==> config.mk <==
export PLATFORM = sky130hd
export DESIGN_NAME = pool_frame_arbiter
export DESIGN_NICKNAME = d
export VERILOG_FILES = /design/src/rtl/pool_frame_arbiter.sv
export SDC_FILE = /design/constraint.sdc
export NUM_CORES = 1
export LEC_CHECK = 0
export ABC_AREA = 1
export CORE_MARGIN = 2
export CORE_UTILIZATION = 55
export CTS_CLUSTER_DIAMETER = 60
export CTS_CLUSTER_SIZE = 10
export DETAILED_ROUTE_END_ITERATION = 8
export DONT_BUFFER_PORTS = 1
export PLACE_DENSITY = 0.83
export REMOVE_ABC_BUFFERS = 1
export SYNTH_ARGS = -nofsm -noshare
export SYNTH_HDL_FRONTEND = slang
export SYNTH_SLANG_ARGS = --single-unit
==> constraint.sdc <==
create_clock -name clk -period 1.7 [get_ports clk]
set_input_delay 0.255 -clock clk [delete_from_list [all_inputs] [get_ports clk]]
set_output_delay 0.255 -clock clk [all_outputs]
set_load 0.02 [all_outputs]
==> src/rtl/pool_frame_arbiter.sv <==
// rtl/pool_frame_arbiter.sv - frame-granular arbiter sharing one pooling unit between tile streams

module pool_frame_arbiter #(
  parameter int N_SRC     = 4,
  parameter int IF_BEATS  = 16,
  parameter int OF_BEATS  = 4,
  parameter int TAG_DEPTH = 4,
  parameter int XW        = 2,
  parameter int QW        = 8
) (
  input  logic                                   clk,
  input  logic                                   rstn,
  input  logic [N_SRC-1:0][XW-1:0][QW-1:0]       src_data_i,
  input  logic [N_SRC-1:0]                       src_valid_i,
  output logic [N_SRC-1:0]                       src_ready_o,
  output logic [XW-1:0][QW-1:0]                  pool_data_o,
  output logic                                   pool_valid_o,
  input  logic                                   pool_ready_i,
  input  logic [XW-1:0][QW-1:0]                  pool_data_i,
  input  logic                                   pool_valid_i,
  output logic                                   pool_ready_o,
  output logic [N_SRC-1:0][XW-1:0][QW-1:0]       dst_data_o,
  output logic [N_SRC-1:0]                       dst_valid_o,
  input  logic [N_SRC-1:0]                       dst_ready_i,
  output logic [$clog2(N_SRC)-1:0]               owner_o,
  output logic                                   busy_o,
  output logic [$clog2(TAG_DEPTH):0]             pending_o,
  output logic                                   err_o
);

  localparam int OW  = $clog2(N_SRC);
  localparam int SW  = OW + 1;
  localparam int PW  = $clog2(TAG_DEPTH);
  localparam int ICW = $clog2(IF_BEATS) + 1;
  localparam int OCW = $clog2(OF_BEATS) + 1;

  localparam logic [ICW-1:0] IN_LAST  = ICW'(IF_BEATS - 1);
  localparam logic [OCW-1:0] OUT_LAST = OCW'(OF_BEATS - 1);
  localparam logic [ICW-1:0] IN_ONE   = ICW'(1);
  localparam logic [OCW-1:0] OUT_ONE  = OCW'(1);
  localparam logic [PW:0]    PTR_ONE  = (PW + 1)'(1);
  localparam logic [SW-1:0]  SUM_N    = SW'(N_SRC);

  typedef enum logic {
    IDLE   = 1'b0,
    STREAM = 1'b1
  } state_t;

  state_t          state_q, state_d;
  logic [OW-1:0]   owner_q, owner_d;
  logic [OW-1:0]   rr_last_q, rr_last_d;
  logic [ICW-1:0]  in_cnt_q, in_cnt_d;
  logic [OCW-1:0]  out_cnt_q, out_cnt_d;
  logic [PW:0]     wr_ptr_q, wr_ptr_d;
  logic [PW:0]     rd_ptr_q, rd_ptr_d;
  logic [OW-1:0]   tag_mem_q [TAG_DEPTH];
  logic [OW-1:0]   tag_mem_d [TAG_DEPTH];
  logic            err_q, err_d;

  logic            fifo_empty;
  logic            fifo_full;
  logic [OW-1:0]   head;
  logic            in_hs;
  logic            out_hs;
  logic            push;
  logic            pop;
  logic            rr_found;
  logic [OW-1:0]   rr_winner;
  logic [SW-1:0]   rr_sum;
  logic [OW-1:0]   rr_cand;

  // The extra wrap bit distinguishes full from empty when the index bits match.
  assign fifo_empty = (wr_ptr_q == rd_ptr_q);
  assign fifo_full  = (wr_ptr_q[PW] != rd_ptr_q[PW]) &&
                      (wr_ptr_q[PW-1:0] == rd_ptr_q[PW-1:0]);
  assign head       = tag_mem_q[rd_ptr_q[PW-1:0]];

  assign in_hs      = (state_q == STREAM) && src_valid_i[owner_q] && pool_ready_i;
  assign out_hs     = pool_valid_i && pool_ready_o;

  assign owner_o    = owner_q;
  assign busy_o     = (state_q == STREAM);
  assign pending_o  = wr_ptr_q - rd_ptr_q;
  assign err_o      = err_q;

  // Round-robin search: first requester after the last winner, wrapping mod N_SRC.
  always_comb begin
    rr_found  = 1'b0;
    rr_winner = rr_last_q;
    rr_sum    = '0;
    rr_cand   = '0;
    for (int i = 1; i <= N_SRC; i++) begin
      rr_sum = {1'b0, rr_last_q} + SW'(i);
      if (rr_sum >= SUM_N) begin
        rr_sum = rr_sum - SUM_N;
      end
      rr_cand = rr_sum[OW-1:0];
      if (!rr_found && src_valid_i[rr_cand]) begin
        rr_found  = 1'b1;
        rr_winner = rr_cand;
      end
    end
  end

  // Input FSM: grant a whole frame in IDLE, pass the owner through in STREAM.
  always_comb begin
    state_d      = state_q;
    owner_d      = owner_q;
    rr_last_d    = rr_last_q;
    in_cnt_d     = in_cnt_q;
    push         = 1'b0;
    src_ready_o  = '0;
    pool_valid_o = 1'b0;
    pool_data_o  = src_data_i[owner_q];
    case (state_q)
      IDLE: begin
        // A grant needs a free tag slot so the frame's push can never overflow.
        if (rr_found && !fifo_full) begin
          owner_d   = rr_winner;
          rr_last_d = rr_winner;
          state_d   = STREAM;
        end
      end
      STREAM: begin
        pool_valid_o         = src_valid_i[owner_q];
        src_ready_o[owner_q] = pool_ready_i;
        if (in_hs) begin
          if (in_cnt_q == IN_LAST) begin
            push     = 1'b1;
            in_cnt_d = '0;
            state_d  = IDLE;
          end else begin
            in_cnt_d = in_cnt_q + IN_ONE;
          end
        end
      end
      default: begin
        state_d = IDLE;
      end
    endcase
  end

  // Output routing: the FIFO head selects which destination sees the pooled frame.
  always_comb begin
    dst_valid_o  = '0;
    pool_ready_o = 1'b0;
    out_cnt_d    = out_cnt_q;
    pop          = 1'b0;
    err_d        = err_q;
    if (!fifo_empty) begin
      dst_valid_o[head] = pool_valid_i;
      pool_ready_o      = dst_ready_i[head];
    end else if (pool_valid_i) begin
      // Output with no frame in flight: flag it and never acknowledge it.
      err_d = 1'b1;
    end
    if (out_hs) begin
      if (out_cnt_q == OUT_LAST) begin
        pop       = 1'b1;
        out_cnt_d = '0;
      end else begin
        out_cnt_d = out_cnt_q + OUT_ONE;
      end
    end
  end

  // Every destination port carries the pooling result; only valid is steered.
  always_comb begin
    for (int i = 0; i < N_SRC; i++) begin
      dst_data_o[i] = pool_data_i;
    end
  end

  // Owner-tag FIFO next state; simultaneous push and pop leave the count unchanged.
  always_comb begin
    wr_ptr_d  = wr_ptr_q;
    rd_ptr_d  = rd_ptr_q;
    tag_mem_d = tag_mem_q;
    if (push) begin
      tag_mem_d[wr_ptr_q[PW-1:0]] = owner_q;
      wr_ptr_d                    = wr_ptr_q + PTR_ONE;
    end
    if (pop) begin
      rd_ptr_d = rd_ptr_q + PTR_ONE;
    end
  end

  // State registers; reset drops any partial frame and every outstanding tag.
  always_ff @(posedge clk or negedge rstn) begin
    if (!rstn) begin
      state_q   <= IDLE;
      owner_q   <= '0;
      rr_last_q <= OW'(N_SRC - 1);
      in_cnt_q  <= '0;
      out_cnt_q <= '0;
      wr_ptr_q  <= '0;
      rd_ptr_q  <= '0;
      err_q     <= 1'b0;
      for (int i = 0; i < TAG_DEPTH; i++) begin
        tag_mem_q[i] <= '0;
      end
    end else begin
      state_q   <= state_d;
      owner_q   <= owner_d;
      rr_last_q <= rr_last_d;
      in_cnt_q  <= in_cnt_d;
      out_cnt_q <= out_cnt_d;
      wr_ptr_q  <= wr_ptr_d;
      rd_ptr_q  <= rd_ptr_d;
      err_q     <= err_d;
      for (int i = 0; i < TAG_DEPTH; i++) begin
        tag_mem_q[i] <= tag_mem_d[i];
      end
    end
  end

endmodule
# Yosys cells after proc, flatten, opt, wreduce, memory -nomap -nowiden
# Cells that the tools add are included.
[op_classes] n_addsub=13 mux=51 n_eq_ne=5 reduce_logical=18 bitwise_logic=5 n_lt_le_gt_ge=15
[ops] operator="binary-select mux 16 bit (select 2 bit)" count=1
[ops] operator="two-way mux 1 bit" count=22
[ops] operator="two-way mux 2 bit" count=11
[ops] operator=">= comparator 3 bit, second input constant" count=6
[ops] operator="less-than comparator 2 x 3 -> 1 bit, second input constant" count=6
[ops] operator="two-way mux 16 bit" count=1
[ops] operator="binary-select mux 1 bit (select 2 bit)" count=6
[ops] operator="logical AND 1 bit" count=11
[ops] operator="adder 3 x 1 -> 3 bit, second input constant" count=3
[ops] operator="bitwise AND 4 bit" count=2
[ops] operator="bitwise mux 8 bit" count=1
[ops] operator="two-way mux 4 bit" count=2
[ops] operator="subtractor 2 x 1 -> 2 bit, second input constant" count=4
[ops] operator="adder 2 x 2 -> 3 bit, second input constant" count=2
[ops] operator="inverter 2 -> 3 bit" count=2
[ops] operator="AND reduction 2 bit" count=3
[ops] operator="adder 5 x 1 -> 5 bit, second input constant" count=1
[ops] operator="equality test 5 x 4 -> 1 bit, second input constant" count=1
[ops] operator="two-way mux 5 bit" count=1
[ops] operator="binary-select mux 2 bit (select 2 bit)" count=1
[ops] operator="demux 1 bit (select 2 bit)" count=2
[ops] operator="demux 2 bit (select 2 bit)" count=1
[ops] operator=">= comparator 2 x 1 -> 1 bit, second input constant" count=2
[ops] operator="logical NOT 1 bit" count=4
[ops] operator="other kinds (11)" count=11
[word_totals] out_inout_bits=97 wordCells=119 reg_bits=28 inputBits=92

# Depth between registers and ports, before layout
# Gate-level depths: netlist of run 1.
[depth] depth_word=18 depth_mapped=12 ltp_nobuf=11

# Worst setup path before layout of run 1
# Ideal clock, no wire load.
[synth_path] kind="reg-to-output" start="reg rd_ptr_q[1]" end="out dst_valid_o[0]" path_buffers=0 setup_slack_ns=-0.114 path_stages_with_launch=6 arrival_ns=1.559 required_time_ns=1.445 cell_sequence="dfrtp_1 > inv_1 > ha_1 > nand3_1 > nand2_1 > nor3_1"
[synth_via] elab_chain_cells=10 elab_cells_between_ends=12 cone_classes="2 x order compare; 1 x eq/ne; 6 x mux; 2 x bitwise; 1 x reduce/logical"
[synth_lines] element="start: declaration" line_no="55" text="logic [PW:0] rd_ptr_q, rd_ptr_d;"
[synth_lines] element="start signal: assignment" line_no="209" text="rd_ptr_q <= rd_ptr_d;"
[synth_lines] element="inverter 2 -> 3 bit (implied by the code)" line_no="76" text="assign head = tag_mem_q[rd_ptr_q[PW-1:0]];"
[synth_lines] element="binary-select mux 2 bit (select 2 bit)" line_no="76"
[synth_lines] element="two-way mux 2 bit (implied by the code) (2 in series)" line_no="76"
[synth_lines] element="less-than comparator 2 x 3 -> 1 bit (implied by the code) / >= comparator 2 x 1 -> 1 bit (equally long branches)" line_no="151" text="dst_valid_o[head] = pool_valid_i;"
[synth_lines] element="logical AND 1 bit (implied by the code)" line_no="151"
[synth_lines] element="two-way mux 1 bit (implied by the code)" line_no="151"
[synth_lines] element="demux 1 bit (select 2 bit)" line_no="151"
[synth_lines] element="bitwise AND 4 bit (no line)"
[synth_lines] element="two-way mux 4 bit *" line_no="150" text="if (!fifo_empty) begin"
[synth_lines] element="end: declaration" line_no="23" text="output logic [N_SRC-1:0] dst_valid_o,"
# Mark *: on every way between the ends. The rest lies on a longest branch, timed or not. The select of a mux whose other input is x is not followed.

# Worst setup path after layout of run 1
[layout_path] start="reg rd_ptr_q[0]" end="out pool_ready_o"
[layout_via] elab_chain_cells=7 elab_cells_between_ends=8 cone_classes="1 x eq/ne; 6 x mux; 1 x bitwise"
[layout_lines] element="inverter 2 -> 3 bit (implied by the code)" line_no="76"
[layout_lines] element="binary-select mux 2 bit (select 2 bit)" line_no="76"
[layout_lines] element="two-way mux 2 bit (implied by the code) (2 in series)" line_no="76"
[layout_lines] element="binary-select mux 1 bit (select 2 bit)" line_no="152" text="pool_ready_o = dst_ready_i[head];"
[layout_lines] element="two-way mux 1 bit (implied by the code)" line_no="152"
[layout_lines] element="two-way mux 1 bit *" line_no="150"
[layout_lines] element="end: declaration" line_no="21" text="output logic pool_ready_o,"
# Marked as above.

==> results of run 1 <==
-- final cells by class --
type / count / area (µm²)
tap: 54 / 67.6
inverter: 30 / 115
antenna: 1 / 2.50
multi-input combinational: 243 / 1820
sequential: 28 / 709
clock buffer: 4 / 45.0
fill: 296 / 1310
timing repair buffer: 65 / 593
-- registers in the layout, indices dropped and copies added (netlist names) --
signal / flops
busy_o: 1
err_o: 1
in_cnt_q: 5
out_cnt_q: 3
owner_o: 2
rd_ptr_q: 3
rr_last_q: 2
tag_mem_q: 8
wr_ptr_q: 3
-- per-layer routing --
metal  global-route usage  up-vias  share of wire
li1                     -     1162              -
met1                0.441     1377           0.35
met2                0.471      341           0.41
met3                0.178       94           0.19
met4               0.0823        0          0.054
met5               0.0505        -              0
-- worst register-to-register path, stage by stage, from the launching register on --
cell     delay, ns
dfstp_2       0.60
buf_6         0.12
buf_6         0.09
xor2_2        0.16
nand2_1       0.14
nand2_4       0.11
buf_6         0.09
xor2_1        0.17
nand2_1       0.09
nand2_1       0.11
nand2_2       0.08
nand2_1       0.09
-- power by group --
part,internal [W],leakage (nW),switching [W]
clock network,0.000169,0.0228,0.000222
logic,0.00197,1.28,0.00293
registers,0.000873,0.346,0.000272
total,0.00301,1.65,0.00343
-- timing repair --
action | in CTS | in global routing
pin swaps | 8 | 53
resized for setup | 42 | 130
hold buffers | 2 | 0
gates cloned | 0 | 3
endpoints found under the hold margin | 28 | 0
setup endpoints to repair | 31 | 44
setup buffers | 11 | 13
-- worst max path at each step --
stage | start | end | slack, ns
6_report | rd_ptr_q[0] | pool_ready_o | -0.27
5_1_grt | rd_ptr_q[0] | pool_ready_o | -0.44
4_1_cts | rd_ptr_q[2] | dst_valid_o[1] | -0.15
3_5_place_dp | rr_last_q[0] | owner_o[0] | -0.06
3_3_place_gp | rr_last_q[0] | owner_o[0] | 0.01
2_1_floorplan | owner_o[0] | wr_ptr_q[2] | -0.50
-- cell families (layout without fill, tap and decap cells) --
kind of cell	after synthesis	after routing	synth area share
other	0	1	0
AO/OA/AOI/OAI	39	39	0.0928
AND/OR/NAND/NOR	186	186	0.321
adder cells (fa/ha/maj)	10	10	0.0505
XOR/XNOR	8	8	0.0267
flip-flops	28	28	0.267
buffers and inverters	104	99	0.242
-- Yosys cell counts, drive strengths merged, types with 2 or more instances --
cell    count  area [µm²]
nand3      53         278
nand3b      2        15.0
nor2       17        87.6
buf        66         493
clkbuf      8        30.0
nand2      98         370
o21ai      18        90.1
xor2        5        43.8
ha          9         113
nor3        7        35.0
nand4       5        31.3
xnor2       3        26.3
dfrtp      26         651
inv        30         113
a22oi      16         120
and2        2        12.5
dfstp       2        52.6
-- per-stage QoR --
step | total power (W) | util
2_1_floorplan | 0.00316 | -
5_1_grt | 0.00673 | 0.719
3_5_place_dp | 0.00417 | 0.524
6_report | 0.00644 | 0.719
4_1_cts | 0.00497 | 0.586
3_3_place_gp | 0.00407 | 0.524
==> impl_metrics.toml, run 1 <==
[worst_setup_path]
max_stage_delay_ns = 0.49
r2r_slack_ns = -0.20
path_class = "reg -> out"
cp_max_fo = 7
cpLargestDelayFamily = "simple AND/OR/NAND/NOR gates"
r2r_cells = 11
cp-start-kind = "flop"
crit_top_cell = "nand3_2"
reg2reg_to = "rr_last_q[0]"
crit_cells = 8
worst_ep_required_time_ns = 1.44
slowest_stage = "dfrtp_2"
end_kind = "output pin"
rr_startpoint = "rr_last_q[0]"
path_buf_inv = 2
path_cells = "inv_4, nand2_2, nand3_2, nand2_4, nand3_2, nand3_2, nor2_4, buf_6"
arrival_ns = 1.71

[synth]
synth_edf_count = 0
async_flop_share = 1.00
syn_inst = 375
synth.cell_area_mm2 = 0.00263
ys_seq_area_frac = 0.267
yosysWarnings = 0
synthFlopType = "dfrtp_1"
ys_seq_elements = 28
avgSynthCellArea_um2 = 7.01
yosysUniqueCellTypes = 32

[cts]
clkTransAtPathRegs_ns = 0.11
clock_sinks = 28
clock_latency_ns = 0.28
cts_max_path_buffers = 2
cts_tree = "done"
clockRootBuffer = "clkbuf_8"
cts_buffers = 3
h-tree-depth = 1

[drt]
vias = 2974
drc = 0
wl_per_cell_um = 27.9
routed_wl_um = 11900
antenna_left = 0
firstDrtPassIters = 6
drt_iter0_drc = 522
via_per_inst = 7.00

[place]
dp_hpwl_um = 6940
dpl_worst_slack_ns = -0.0644
gp_congestion = 0.913
dp_cells = 391
dpl-instance-area_mm2 = 0.00244
portBuffers = 0

[timing]
tns_ns = -3.13
rsz0062_at_grt = "true"
period_share = 1.16
fmax_mhz = 508
report.final.setup_viol = 33
slew_headroom = 0.715
tightest_slew_ns = 0.426
timing.final.hold_violations = 0
skew_ns = 0.0101
fin_hold_ws_ns = 0.113
drv_slew = 0
period_needed_ns = 1.97
setup_ws_ns = -0.269

[floorplan]
fp.dieH_um = 73.1
core-area_mm2 = 0.00466
dieWidth_um = 73.1
start_util = 0.564
core.rowCount = 25
ios = 189
dieArea_mm2 = 0.00535

[power_and_ir_drop]
leakage_nw = 1.65
vdd_drop_max_uv = 1100
p_per_area_mw_per_mm2 = 1920

[worst_hold_path]
hold_path_class = "in -> reg"
hold_end = "out_cnt_q[0]"
hold_depth = 2
worstHoldStart = "pool_valid_i"

[grt]
antenna_found_initial = 1
grt_max_degree = 29
grt_pass1_wl_um = 12900
grt_pass1_vias = 2385
grt.total_usage = 0.333
grt-ovfl-total = 0

[cells_and_area]
final_common_cell = "nand2_1"
areaGrowthSynthToFinish_pct = 27.5
finish.instance_area_mm2 = 0.00335
fin_cells = 425
fin_nets = 473
final_cell_mix = "nand2_1, buf_4, nand3_2"
drive_gt1_frac = 0.511

[outcome]
status = "finished with violations"
violations = "negative setup slack"

[flow_run]
cap_violations = 0
No activity file was read; power rests on OpenSTA's default activity.
==> run 2, diff against run 1 <==
==> constraint.sdc (replaced) <==
create_clock -name clk -period 1.7 [get_ports clk]
set_input_delay 0 -clock clk [delete_from_list [all_inputs] [get_ports clk]]
set_output_delay 0 -clock clk [all_outputs]
set_load 0.02 [all_outputs]
==> run 2 against run 1 <==
Utilization down 12 points. Die area unchanged. Sequential power down 4%. Global-route usage down 2.4 points. Flip-flop and latch count unchanged. Wire length down 17%. Final area down 16%. Largest cell class unchanged. Clock power down 2%. Sequential share of layout area up 4.0 points. Critical path depth up 1. The flow still finishes with violations (negative setup slack). Worst setup slack better by 0.21 ns. Critical endpoint is now busy_o.
==> impl_metrics.toml, run 2 (synthesized netlist as in run 1, its figures left out) <==
[floorplan]
dieArea_mm2 = 0.00535
fp.dieH_um = 73.1
core.rowCount = 25
core-area_mm2 = 0.00466
ios = 189
dieWidth_um = 73.1
start_util = 0.564

[drt]
wl_per_cell_um = 24.2
via_per_inst = 6.54
firstDrtPassIters = 6
routed_wl_um = 9880
drc = 0
antenna_left = 0
drt_iter0_drc = 369
vias = 2667

[timing]
setup_ws_ns = -0.0575
fmax_mhz = 569
report.final.setup_viol = 9
drv_slew = 0
timing.final.hold_violations = 0
period_share = 1.03
period_needed_ns = 1.76
rsz0062_at_grt = "true"
skew_ns = 0.00396
tightest_slew_ns = 0.375
slew_headroom = 0.749

[worst_setup_path]
worst_ep_required_time_ns = 1.87
arrival_ns = 1.93
cp_max_fo = 6
r2r_slack_ns = -0.06
path_class = "reg -> reg"
cp-start-kind = "flop"
end_kind = "flop"

[cts]
cts_buffers = 3
cts_max_path_buffers = 2
clock_latency_ns = 0.28
h-tree-depth = 1
clkTransAtPathRegs_ns = 0.09
clock_sinks = 28
clockRootBuffer = "clkbuf_8"
cts_tree = "done"

[cells_and_area]
top_register = "tag_mem_q"
areaGrowthSynthToFinish_pct = 6.57
n_fill_cell = 362
fin_cells = 408
final_common_cell = "nand2_1"
final_cell_mix = "nand2_1, nand3_1, buf_4"
fin_nets = 456
finish.instance_area_mm2 = 0.00280
largest_reg_flops = 8
top_regs = "tag_mem_q (8), in_cnt_q (5)"
drive_gt1_frac = 0.278

[place]
dp_cells = 382
gp_congestion = 1.02
dpl-instance-area_mm2 = 0.00238
portBuffers = 0
dpl_worst_slack_ns = -0.110
dp_hpwl_um = 6690

[grt]
grt_max_degree = 29
grt_pass1_wl_um = 12200
grt_pass1_vias = 2260
grt.total_usage = 0.310
antenna_found_initial = 4
grt-ovfl-total = 0

[worst_hold_path]
hold_path_class = "in -> out"

[power_and_ir_drop]
leakage_nw = 1.37
vdd_drop_max_uv = 750
power_w = 0.00528
p_per_area_mw_per_mm2 = 1880

[outcome]
violations = "negative setup slack"
status = "finished with violations"

[flow_run]
cap_violations = 0
-- run 2: layout make-up --
type / count / area (µm²) / share of cell area
multi-input cells: 243 / 1470 / 0.524
flip-flops and latches: 28 / 706 / 0.252
repair buffers: 48 / 400 / 0.143
inverters: 30 / 113 / 0.0402
well taps: 54 / 67.6 / 0.0241
clock buffers: 4 / 45.0 / 0.0161
diodes: 1 / 2.50 / 0.000893
-- run 2: power breakdown --
group / switching (W) / internal [W]
clock network: 0.000217 / 0.000169
logic: 0.00241 / 0.00137
registers: 0.000232 / 0.000870
-- run 2: critical path, cell delays in order (launching register included) --
cell      delay [ns]
dfstp_2         0.63
buf_4           0.14
xnor2_1         0.08
nand2_1         0.13
nand2_2         0.10
nor2_4          0.13
nand3b_1        0.12
nand2_2         0.13
buf_4           0.12
nand2_1         0.05
-- run 2: routing by layer --
layer	vias up	wire, µm	track usage
met4	6	358	0.0494
met1	1223	3880	0.416
met2	267	3810	0.435
met3	51	1800	0.177
li1	1120	-	-
met5	-	38	0.0505
-- run 2: repair_timing --
action                                  CTS  global route
endpoints found under the setup margin    9            28
gates resized for setup                  13            48
endpoints found under the hold margin    35             0
hold buffers                              3             0
setup buffers                             6            12
pin swaps                                 1            17
-- run 2: path summary, 6_finish.rpt --
check | from | end | cells past startpoint
max in group asynchronous | rstn | rr_last_q[0] | 2
min reg2reg | out_cnt_q[1] | out_cnt_q[1] | 2
min in group asynchronous | rstn | err_o | 2
min | pool_data_i[8] | dst_data_o[8] | 0
max reg2reg | rr_last_q[0] | busy_o | 9
max | rr_last_q[0] | busy_o | 9
-- run 2: metrics by stage --
stage	hold WS [ns]	setup TNS (ns)	util
after floorplan	-0.296	-7.40	-
after global placement	-0.295	0	0.510
after detailed placement	-0.295	-0.360	0.510
after CTS	0.000903	0	0.546
after global routing	0.000203	-1.14	0.601
final	0.000292	-0.275	0.601
==> run 3, diff against run 2 <==
==> constraint.sdc (replaced) <==
create_clock -name clk -period 1.7 [get_ports clk]
set_input_delay 0.17 -clock clk [delete_from_list [all_inputs] [get_ports clk]]
set_output_delay 0.17 -clock clk [all_outputs]
set_load 0.02 [all_outputs]
==> run 3 against run 2 <==
The run still ends with negative setup slack left. Critical endpoint is now pending_o[2]. Utilization up 7.4 points. Register-to-register slack worse by 0.08 ns. Total power up 15%. Highest routed layer unchanged. Fmax down 6.2%. Global-route usage up 1.5 points. Sequential power up 5%. Largest cell class unchanged. Flip-flop and latch count unchanged. Non-clock buffer count up 4. Final cell count up 1.2%.
==> impl_metrics.toml, run 3 (synthesized netlist as in run 1, its figures left out) <==
[outcome]
status = "finished with violations"
violations = "negative setup slack"

[grt]
grt_pass1_wl_um = 12700
grt-ovfl-total = 0
grt_pass1_vias = 2378
grt.total_usage = 0.324
antenna_found_initial = 4
grt_max_degree = 29

[floorplan]
core-area_mm2 = 0.00466
start_util = 0.564
core.rowCount = 25
dieWidth_um = 73.1
ios = 189
fp.dieH_um = 73.1
dieArea_mm2 = 0.00535

[cells_and_area]
drive_gt1_frac = 0.451
top_register = "tag_mem_q"
areaGrowthSynthToFinish_pct = 19.7
final_cell_mix = "nand2_1, buf_4, nand3_1"
fin_nets = 460
top_regs = "tag_mem_q (8), in_cnt_q (5)"
largest_reg_flops = 8
final_common_cell = "nand2_1"
utilization = 0.675
finish.instance_area_mm2 = 0.00315
n_fill_cell = 325
fin_cells = 413

[place]
gp_congestion = 0.946
dp_hpwl_um = 6730
portBuffers = 0
dpl-instance-area_mm2 = 0.00240
dp_cells = 385

[drt]
firstDrtPassIters = 6
via_per_inst = 6.80
drt_iter0_drc = 270
vias = 2810
drc = 0
antenna_left = 0
wl_per_cell_um = 26.2
routed_wl_um = 10800

[worst_setup_path]
r2r_cells = 9
r2r_slack_ns = -0.14
arrival_ns = 1.70
path_class = "reg -> out"
cp-start-kind = "flop"
rr_startpoint = "owner_o[0]"
worst_ep_required_time_ns = 1.53
reg2reg_to = "tag_mem_q[6]"
timing.critical_path.from = "rd_ptr_q[0]"
end_kind = "output pin"
cp_max_fo = 6

[timing]
slew_headroom = 0.750
fin_hold_ws_ns = 0.0175
fmax_mhz = 534
report.final.setup_viol = 32
skew_ns = 0.00544
drv_slew = 0
rsz0062_at_grt = "true"
timing.final.hold_violations = 0
setup_ws_ns = -0.174
tns_ns = -2.60
period_share = 1.10
tightest_slew_ns = 0.374
period_needed_ns = 1.87

[cts]
clock_latency_ns = 0.29
clockRootBuffer = "clkbuf_8"
cts_tree = "done"
h-tree-depth = 1
cts_buffers = 3
clkTransAtPathRegs_ns = 0.10
cts_max_path_buffers = 2
clock_sinks = 28

[flow_run]
cap_violations = 0

[power_and_ir_drop]
leakage_nw = 1.59
p_per_area_mw_per_mm2 = 1920
vdd_drop_max_uv = 946

[worst_hold_path]
worstHoldStart = "pool_valid_i"
hold_path_class = "in -> reg"
hold_end = "out_cnt_q[1]"
hold_depth = 2
[run 3: worst max path at each step]
| stage | end | slack (ns) |
|---|---|---|
| final | pending_o[2] | -0.17 |
| after floorplan | wr_ptr_q[2] | -0.50 |
| after global placement | owner_o[0] | 0.02 |
| after detailed placement | owner_o[0] | -0.07 |
| after global routing | pool_ready_o | -0.22 |
| after CTS | pool_ready_o | -0.07 |
[run 3: area by class of cell]
| cell class | instances | area, µm² | area share |
|---|---|---|---|
| multi-input combinational | 243 | 1720 | 0.545 |
| clock buffer | 4 | 55.1 | 0.0175 |
| sequential | 28 | 709 | 0.225 |
| tap | 54 | 67.6 | 0.0215 |
| antenna | 2 | 5.00 | 0.00159 |
| inverter | 30 | 115 | 0.0366 |
| timing repair buffer | 52 | 479 | 0.152 |
[run 3: per-stage QoR]
| stage | power, W | setup WS (ns) |
|---|---|---|
| after CTS | 0.00484 | -0.0716 |
| after floorplan | 0.00316 | -0.495 |
| after global routing | 0.00635 | -0.219 |
| after global placement | 0.00405 | 0.0196 |
| after detailed placement | 0.00413 | -0.0745 |
| final | 0.00605 | -0.174 |
[run 3: what timing repair did]
item / in CTS / in global routing
endpoints found under the hold margin: 28 / 0
pin swaps: 11 / 46
resized for setup: 32 / 110
gates cloned: 0 / 3
endpoints found under the setup margin: 27 / 41
setup buffers: 6 / 11
hold buffers: 2 / 0
[run 3: worst max-delay path, stage by stage (launching register included)]
cell     delay, ns
dfrtp_2       0.48
ha_2          0.20
fa_2          0.37
xnor2_2       0.19
buf_4         0.18
[run 3: power breakdown]
| part | leakage (nW) | switching, W | internal, W |
|---|---|---|---|
| combinational | 1.22 | 0.00273 | 0.00173 |
| clock | 0.0288 | 0.000229 | 0.000208 |
| sequential | 0.346 | 0.000283 | 0.000874 |
| total | 1.59 | 0.00324 | 0.00281 |
[run 3: layer usage]
metal,track usage,share of wire,vias up
met4,0.0844,0.037,4
met5,0.0505,0.0012,-
li1,-,-,1140
met1,0.436,0.38,1323
met2,0.425,0.41,287
met3,0.206,0.18,56
